===== config.mk =====
export PLATFORM = sky130hd
export DESIGN_NAME = tiro_inimigo
export DESIGN_NICKNAME = d
export VERILOG_FILES = /design/src/rtl/tiro_inimigo_pkg.sv /design/src/rtl/tiro_inimigo_lfsr8.sv /design/src/rtl/tiro_inimigo.sv
export SDC_FILE = /design/constraint.sdc
export NUM_CORES = 1
export LEC_CHECK = 0
export ABC_AREA = 1
export CAP_MARGIN = 25
export CELL_PAD_IN_SITES_DETAIL_PLACEMENT = 1
export CELL_PAD_IN_SITES_GLOBAL_PLACEMENT = 2
export CORE_MARGIN = 3
export CORE_UTILIZATION = 22
export CTS_CLUSTER_DIAMETER = 60
export DETAILED_ROUTE_END_ITERATION = 6
export PLACE_DENSITY = 0.8
export RECOVER_POWER = 100
export SYNTH_ARGS = -nofsm -noshare
export SYNTH_HDL_FRONTEND = slang
export SYNTH_SLANG_ARGS = --single-unit

===== constraint.sdc =====
create_clock -name CLOCK_MV -period 2.7 [get_ports CLOCK_MV]
set_clock_uncertainty 0.15 [all_clocks]
set_input_delay 0.81 -clock CLOCK_MV [delete_from_list [all_inputs] [get_ports CLOCK_MV]]
set_output_delay 0.81 -clock CLOCK_MV [all_outputs]
set_load 0.01 [all_outputs]

===== src/rtl/tiro_inimigo_pkg.sv =====
// Shared game constants for the enemy-shot block: sprite sizes, screen limits,
// FSM encoding and helpers to slice the packed per-enemy coordinate buses.
package tiro_inimigo_pkg;

  localparam int N_INIMIGOS = 5;
  localparam int COORD_W    = 10;

  localparam int INIM_W = 33;
  localparam int INIM_H = 24;
  localparam int NAVE_Y = 440;
  localparam int NAVE_W = 33;
  localparam int NAVE_H = 20;
  localparam int TIRO_W = 4;
  localparam int TIRO_H = 10;

  localparam int Y_LIMITE = 480;
  // Horizontal offset from the enemy's left edge to the shot's left edge.
  localparam int X_CANO   = 14;

  typedef enum logic [1:0] {
    ESPERA    = 2'd0,
    SELECIONA = 2'd1,
    VOO       = 2'd2
  } estado_t;

  function automatic logic [COORD_W-1:0] fatia(
    input logic [N_INIMIGOS*COORD_W-1:0] bus,
    input logic [2:0]                    i
  );
    return bus[COORD_W*i +: COORD_W];
  endfunction

  // Map a 3-bit random value onto 0..N_INIMIGOS-1.
  function automatic logic [2:0] dobra_idx(input logic [2:0] v);
    return (v >= 3'(N_INIMIGOS)) ? v - 3'(N_INIMIGOS) : v;
  endfunction

endpackage


===== src/rtl/tiro_inimigo_lfsr8.sv =====
// 8-bit Fibonacci LFSR (x^8+x^6+x^5+x^4+1), reloads SEED on reset, steps when enabled.
// Only the low three bits are exported; they pick the first candidate shooter.
module tiro_inimigo_lfsr8 #(
  parameter logic [7:0] SEED = 8'hA5
) (
  input  logic       CLOCK_MV,
  input  logic       rst_i,
  input  logic       en_i,
  output logic [2:0] low3_o
);

  logic [7:0] lfsr_q;
  logic [7:0] lfsr_d;

  always_comb begin
    lfsr_d = lfsr_q;
    if (en_i) begin
      lfsr_d = {lfsr_q[6:0], lfsr_q[7] ^ lfsr_q[5] ^ lfsr_q[4] ^ lfsr_q[3]};
    end
  end

  always_ff @(posedge CLOCK_MV) begin
    if (rst_i) begin
      lfsr_q <= SEED;
    end else begin
      lfsr_q <= lfsr_d;
    end
  end

  assign low3_o = lfsr_q[2:0];

endmodule


===== src/rtl/tiro_inimigo.sv =====
// Enemy-shot generator: periodically launches one shot from a pseudo-random live
// enemy, moves it down each tick and pulses acerto_nave when it hits the ship.
module tiro_inimigo
  import tiro_inimigo_pkg::*;
#(
  parameter int INTERVALO = 64,
  parameter int VEL_Y     = 4
) (
  input  logic                            CLOCK_MV,
  input  logic                            reset,
  input  logic                            pausa,
  input  logic                            reiniciarJogo,
  input  logic [N_INIMIGOS*COORD_W-1:0]   inimigo_x,
  input  logic [N_INIMIGOS*COORD_W-1:0]   inimigo_y,
  input  logic [N_INIMIGOS-1:0]           vivo,
  input  logic [COORD_W-1:0]              nave_x,
  output logic [COORD_W-1:0]              tiro_x,
  output logic [COORD_W-1:0]              tiro_y,
  output logic                            tiro_ativo,
  output logic                            acerto_nave
);

  localparam int CW = (INTERVALO > 1) ? $clog2(INTERVALO) : 1;
  localparam logic [CW-1:0] CONT_INI = CW'(INTERVALO - 1);

  estado_t              estado_q;
  logic [CW-1:0]        cont_q;
  logic [2:0]           idx_q;
  logic [2:0]           tent_q;
  logic [COORD_W-1:0]   tiro_x_q;
  logic [COORD_W-1:0]   tiro_y_q;
  logic                 ativo_q;
  logic                 acerto_q;

  logic                 rst_w;
  logic [2:0]           sorteio_w;
  logic [10:0]          tx_w, ty_w, nx_w;
  logic                 acerto_w;
  logic                 fundo_w;

  assign rst_w = reset || reiniciarJogo;

  tiro_inimigo_lfsr8 #(.SEED(8'hA5)) u_lfsr (
    .CLOCK_MV (CLOCK_MV),
    .rst_i    (rst_w),
    .en_i     (!pausa),
    .low3_o   (sorteio_w)
  );

  // Collision and bottom-exit are evaluated in 11 bits so edge sums never wrap.
  assign tx_w = {1'b0, tiro_x_q};
  assign ty_w = {1'b0, tiro_y_q};
  assign nx_w = {1'b0, nave_x};

  assign acerto_w = (ty_w + 11'(TIRO_H) >= 11'(NAVE_Y))
                 && (ty_w < 11'(NAVE_Y + NAVE_H))
                 && (tx_w + 11'(TIRO_W) > nx_w)
                 && (tx_w < nx_w + 11'(NAVE_W));

  assign fundo_w = (ty_w + 11'(VEL_Y) >= 11'(Y_LIMITE));

  always_ff @(posedge CLOCK_MV) begin
    if (rst_w) begin
      estado_q <= ESPERA;
      cont_q   <= CONT_INI;
      idx_q    <= '0;
      tent_q   <= '0;
      tiro_x_q <= '0;
      tiro_y_q <= '0;
      ativo_q  <= 1'b0;
      acerto_q <= 1'b0;
    end else if (pausa) begin
      acerto_q <= 1'b0;
    end else begin
      acerto_q <= 1'b0;
      unique case (estado_q)
        ESPERA: begin
          if (cont_q == '0) begin
            estado_q <= SELECIONA;
            idx_q    <= dobra_idx(sorteio_w);
            tent_q   <= '0;
          end else begin
            cont_q <= cont_q - 1'b1;
          end
        end
        SELECIONA: begin
          if (vivo[idx_q]) begin
            tiro_x_q <= fatia(inimigo_x, idx_q) + 10'(X_CANO);
            tiro_y_q <= fatia(inimigo_y, idx_q) + 10'(INIM_H);
            ativo_q  <= 1'b1;
            estado_q <= VOO;
          end else begin
            idx_q <= (idx_q == 3'(N_INIMIGOS - 1)) ? 3'd0 : idx_q + 3'd1;
            // Every candidate dead: give up this round and wait a full interval.
            if (tent_q == 3'(N_INIMIGOS - 1)) begin
              estado_q <= ESPERA;
              cont_q   <= CONT_INI;
            end else begin
              tent_q <= tent_q + 3'd1;
            end
          end
        end
        VOO: begin
          if (acerto_w) begin
            acerto_q <= 1'b1;
            ativo_q  <= 1'b0;
            estado_q <= ESPERA;
            cont_q   <= CONT_INI;
          end else if (fundo_w) begin
            ativo_q  <= 1'b0;
            estado_q <= ESPERA;
            cont_q   <= CONT_INI;
          end else begin
            tiro_y_q <= tiro_y_q + 10'(VEL_Y);
          end
        end
        default: estado_q <= ESPERA;
      endcase
    end
  end

  assign tiro_x      = tiro_x_q;
  assign tiro_y      = tiro_y_q;
  assign tiro_ativo  = ativo_q;
  assign acerto_nave = acerto_q;

endmodule


==> run metrics <==
Power Total 1.84 mW; peak per-stage delay on the critical path 0.16 ns; port bufs 140; critical path required time 2.78 ns; share of the synthesized area in the top cell type 19.1%; critical path startpoint category input pin; Int Power 1.37 mW; grt ovf 0; worst hold path class reg2reg; crit-path max FO 8; Comb power frac 23.6%; crit end category flop; DRC viols 0; Async SR Flop Fraction 0%; 1st-pass router iterations 4; Final min period 2.92 ns; R2R Path End estado_q[0]; top post-synthesis cells by count 229 x nand2_1, 103 x nand3_1, 91 x inv_1; post-route insts no fill 1235; most common cell in the synthesized netlist nand2_1; initial antenna violation count 0; peak supply drop 204 uV; Synth Cell Area 4610 sq um; fin crit share 108%; Final Max Slew Viols 0; sequential share of power 36.1%; via count 5573; Post-Synthesis Cells 775; H-tree levels 2; Avg Synthesized Cell Area 5.95 sq um; Sw Pwr 0.464 mW; ranking of synthesized cells by area dfxtp_1 19%, nand2_1 19%, nand3_1 11%; Antenna Violating Nets Remaining 0; placed cells 1217; outcome complete, but fails checks; layout cell share with drive strength beyond 1 17.5%; Post-synth top flop dfxtp_1; maxcap violations 0; setup violators final 17; most frequent CP cell buf_4; Leak 3.42 nW; Inserted Diodes 0; # rows 52; Clock Latency Late Sink 0.29 ns; Yosys warnings 0; FMAX 342 MHz; Via density 4.51; CTS buffer count 5; DR WL/cell 14.7 um; 1st-iter DRT viols 194; final wirelength 18.1 mm; number of synthesized register bits 44; vias in the first global route 5879; setup_tns -3.27 ns; Final nets 1122; Die Span X 151 um; post-synthesis sequential area ratio 19.1%; Die Y 151 um; CP Cell Sequence buf_8 > ha_4 > nand2_4 > nor2_4 > nand2_2 > nand2_2 > nand2_4 > nor2_4 > buf_4 > buf_4 > buf_4 > buf_4 > buf_4 > buf_4 > nand3_1 > nand2_2 > buf_6 > nand3_4 > nand3_4 > nand2_1 > nand2_1 > nor2_1; boundary pin count 141; die area 22700 sq um; clock buffer depth 2; clock power share 40.3%; Worst-Margin Slew 0.642 ns; dpl cell area 6700 sq um; largest net degree at the start of global routing 32; post-DP HPWL 14.7 mm; total global-route track usage 16.0%; Worst R2R Setup Slack -0.10 ns; first-pass GRT wire length 29.2 mm; RR Startpoint tiro_x[3]; PD cells 257 nW/um^2; failing checks setup timing; Initial Utilization 22.6%; unrepaired setup endpoints after global routing true; CP Launch Point nave_x[0]; hold path start u_lfsr.lfsr_q[6]; number of hold buffers added after CTS 0; clk root buf clkbuf_16; Worst Reg-to-Reg Cells 20; WS Path Type in2reg; area grow syn2layout 55.3%; Synth Net Count 933; hold path endpoint u_lfsr.lfsr_q[6]; synth unique cells 42; Slew headroom 57.2%; WP data arrival 3.00 ns; Final Wtd Congestion 0.785; dominant cell type by area after synthesis dfxtp_1; slowest stage cell, crit path ha_4; EDFF count, synth 0; Worst Setup Slack, final -0.223 ns; cell area after layout 7160 sq um; final hold vios 0; core area 20400 sq um; Clock Pin Slew Worst Setup and Hold Paths 0.07 ns; CTS Sinks 44; switching share of power 25.2%; Hold Crit Depth 2; CTS tree yes
[layout make-up]
class                           count  area, sq um
Inverter                          102          388
Sequential cell                    44          888
Clock buffer                        6          139
Multi-Input combinational cell    599         3400
Tap cell                          270          338
Fill cell                        2632        13300
Timing Repair Buffer              212         1970
Clock inverter                      2         38.8
[routing by layer]
| metal | routed length [um] | track usage [%] | vias to the layer above | share of wire (%) |
|---|---|---|---|---|
| li1 | - | - | 2880 | - |
| met1 | 7960 | 19.6 | 2592 | 44 |
| met2 | 9450 | 30.5 | 87 | 52 |
| met3 | 505 | 1.68 | 14 | 2.8 |
| met4 | 200 | 2.63 | 0 | 1.1 |
| met5 | 0 | 0 | - | 0 |
[sequential cells by signal, indices dropped and copies added, names as in the netlist]
| name | cells |
|---|---|
| tiro_x | 10 |
| estado_q | 2 |
| tent_q | 3 |
| u_lfsr.lfsr_q | 8 |
| cont_q | 6 |
| tiro_y | 10 |
| idx_q | 3 |
| tiro_ativo | 1 |
| acerto_nave | 1 |
[power groups by stage]
stage                     registers [mW]  clock network [mW]  logic [mW]
final                              0.664               0.741       0.434
after floorplan                    0.678                   0       0.159
after CTS                          0.664               0.754       0.432
after detailed placement           0.680                   0       0.420
after global placement             0.680                   0       0.415
after global routing               0.665               0.789       0.481
[metrics by stage]
step                util (%)  setup WS, ns  hold WS [ns]
floorplan                  -        -0.135         0.279
global placement        32.8        -0.895         0.295
detailed placement      32.8         -1.02         0.302
CTS                     34.7        -0.211         0.313
global route            35.1        -0.371         0.329
finish                  35.1        -0.223         0.308
[layout by cell type, fill, tap and decap left out, types with 14 or more instances in the layout]
cell and count:
inv_2 14, dfxtp_1 42, xor2_1 16, nand2_1 208, nor2_1 65, buf_4 62, a21oi_1 34, inv_1 85
clkdlybuf4s50_1 109, nand2_2 20, o21ai_0 39, nand3_1 94, ha_1 35, dlygate4sd3_1 23
[critical path: cells and delay by family]
| family | cells | cell delay, ns |
|---|---|---|
| simple gates | 13 | 1.08 |
| buf+inv | 8 | 0.95 |
| fa+ha+maj | 1 | 0.16 |
[repair_timing]
action	4_1_cts	5_1_grt
cloned	1	0
pin swaps	31	19
buffers inserted	9	0
resized for setup	65	23
endpoints found under the setup margin	18	18
endpoints found under the hold margin	0	0
[worst max-delay path by stage]
stage,end,cells after the start
after CTS,tiro_y[9],21
final,tiro_y[7],22
after detailed placement,tiro_y[3],21
after floorplan,tiro_y[8],23
after global placement,tiro_y[8],24
after global routing,tiro_y[3],24
[cells by family (layout without fill, tap and decap cells)]
| kind of cell | count (synthesis) | count (layout) | share of synthesized area, % |
|---|---|---|---|
| xor gates and xnor gates | 22 | 22 | 4.18 |
| buffers and inverters | 133 | 322 | 12.5 |
| adders and majority gates | 39 | 39 | 10.6 |
| and+or+nand+nor | 427 | 428 | 39.3 |
| AOI/OAI and AO/OA | 110 | 110 | 14.3 |
| DFF | 44 | 44 | 19.1 |
(Power assumes the default switching activity.)
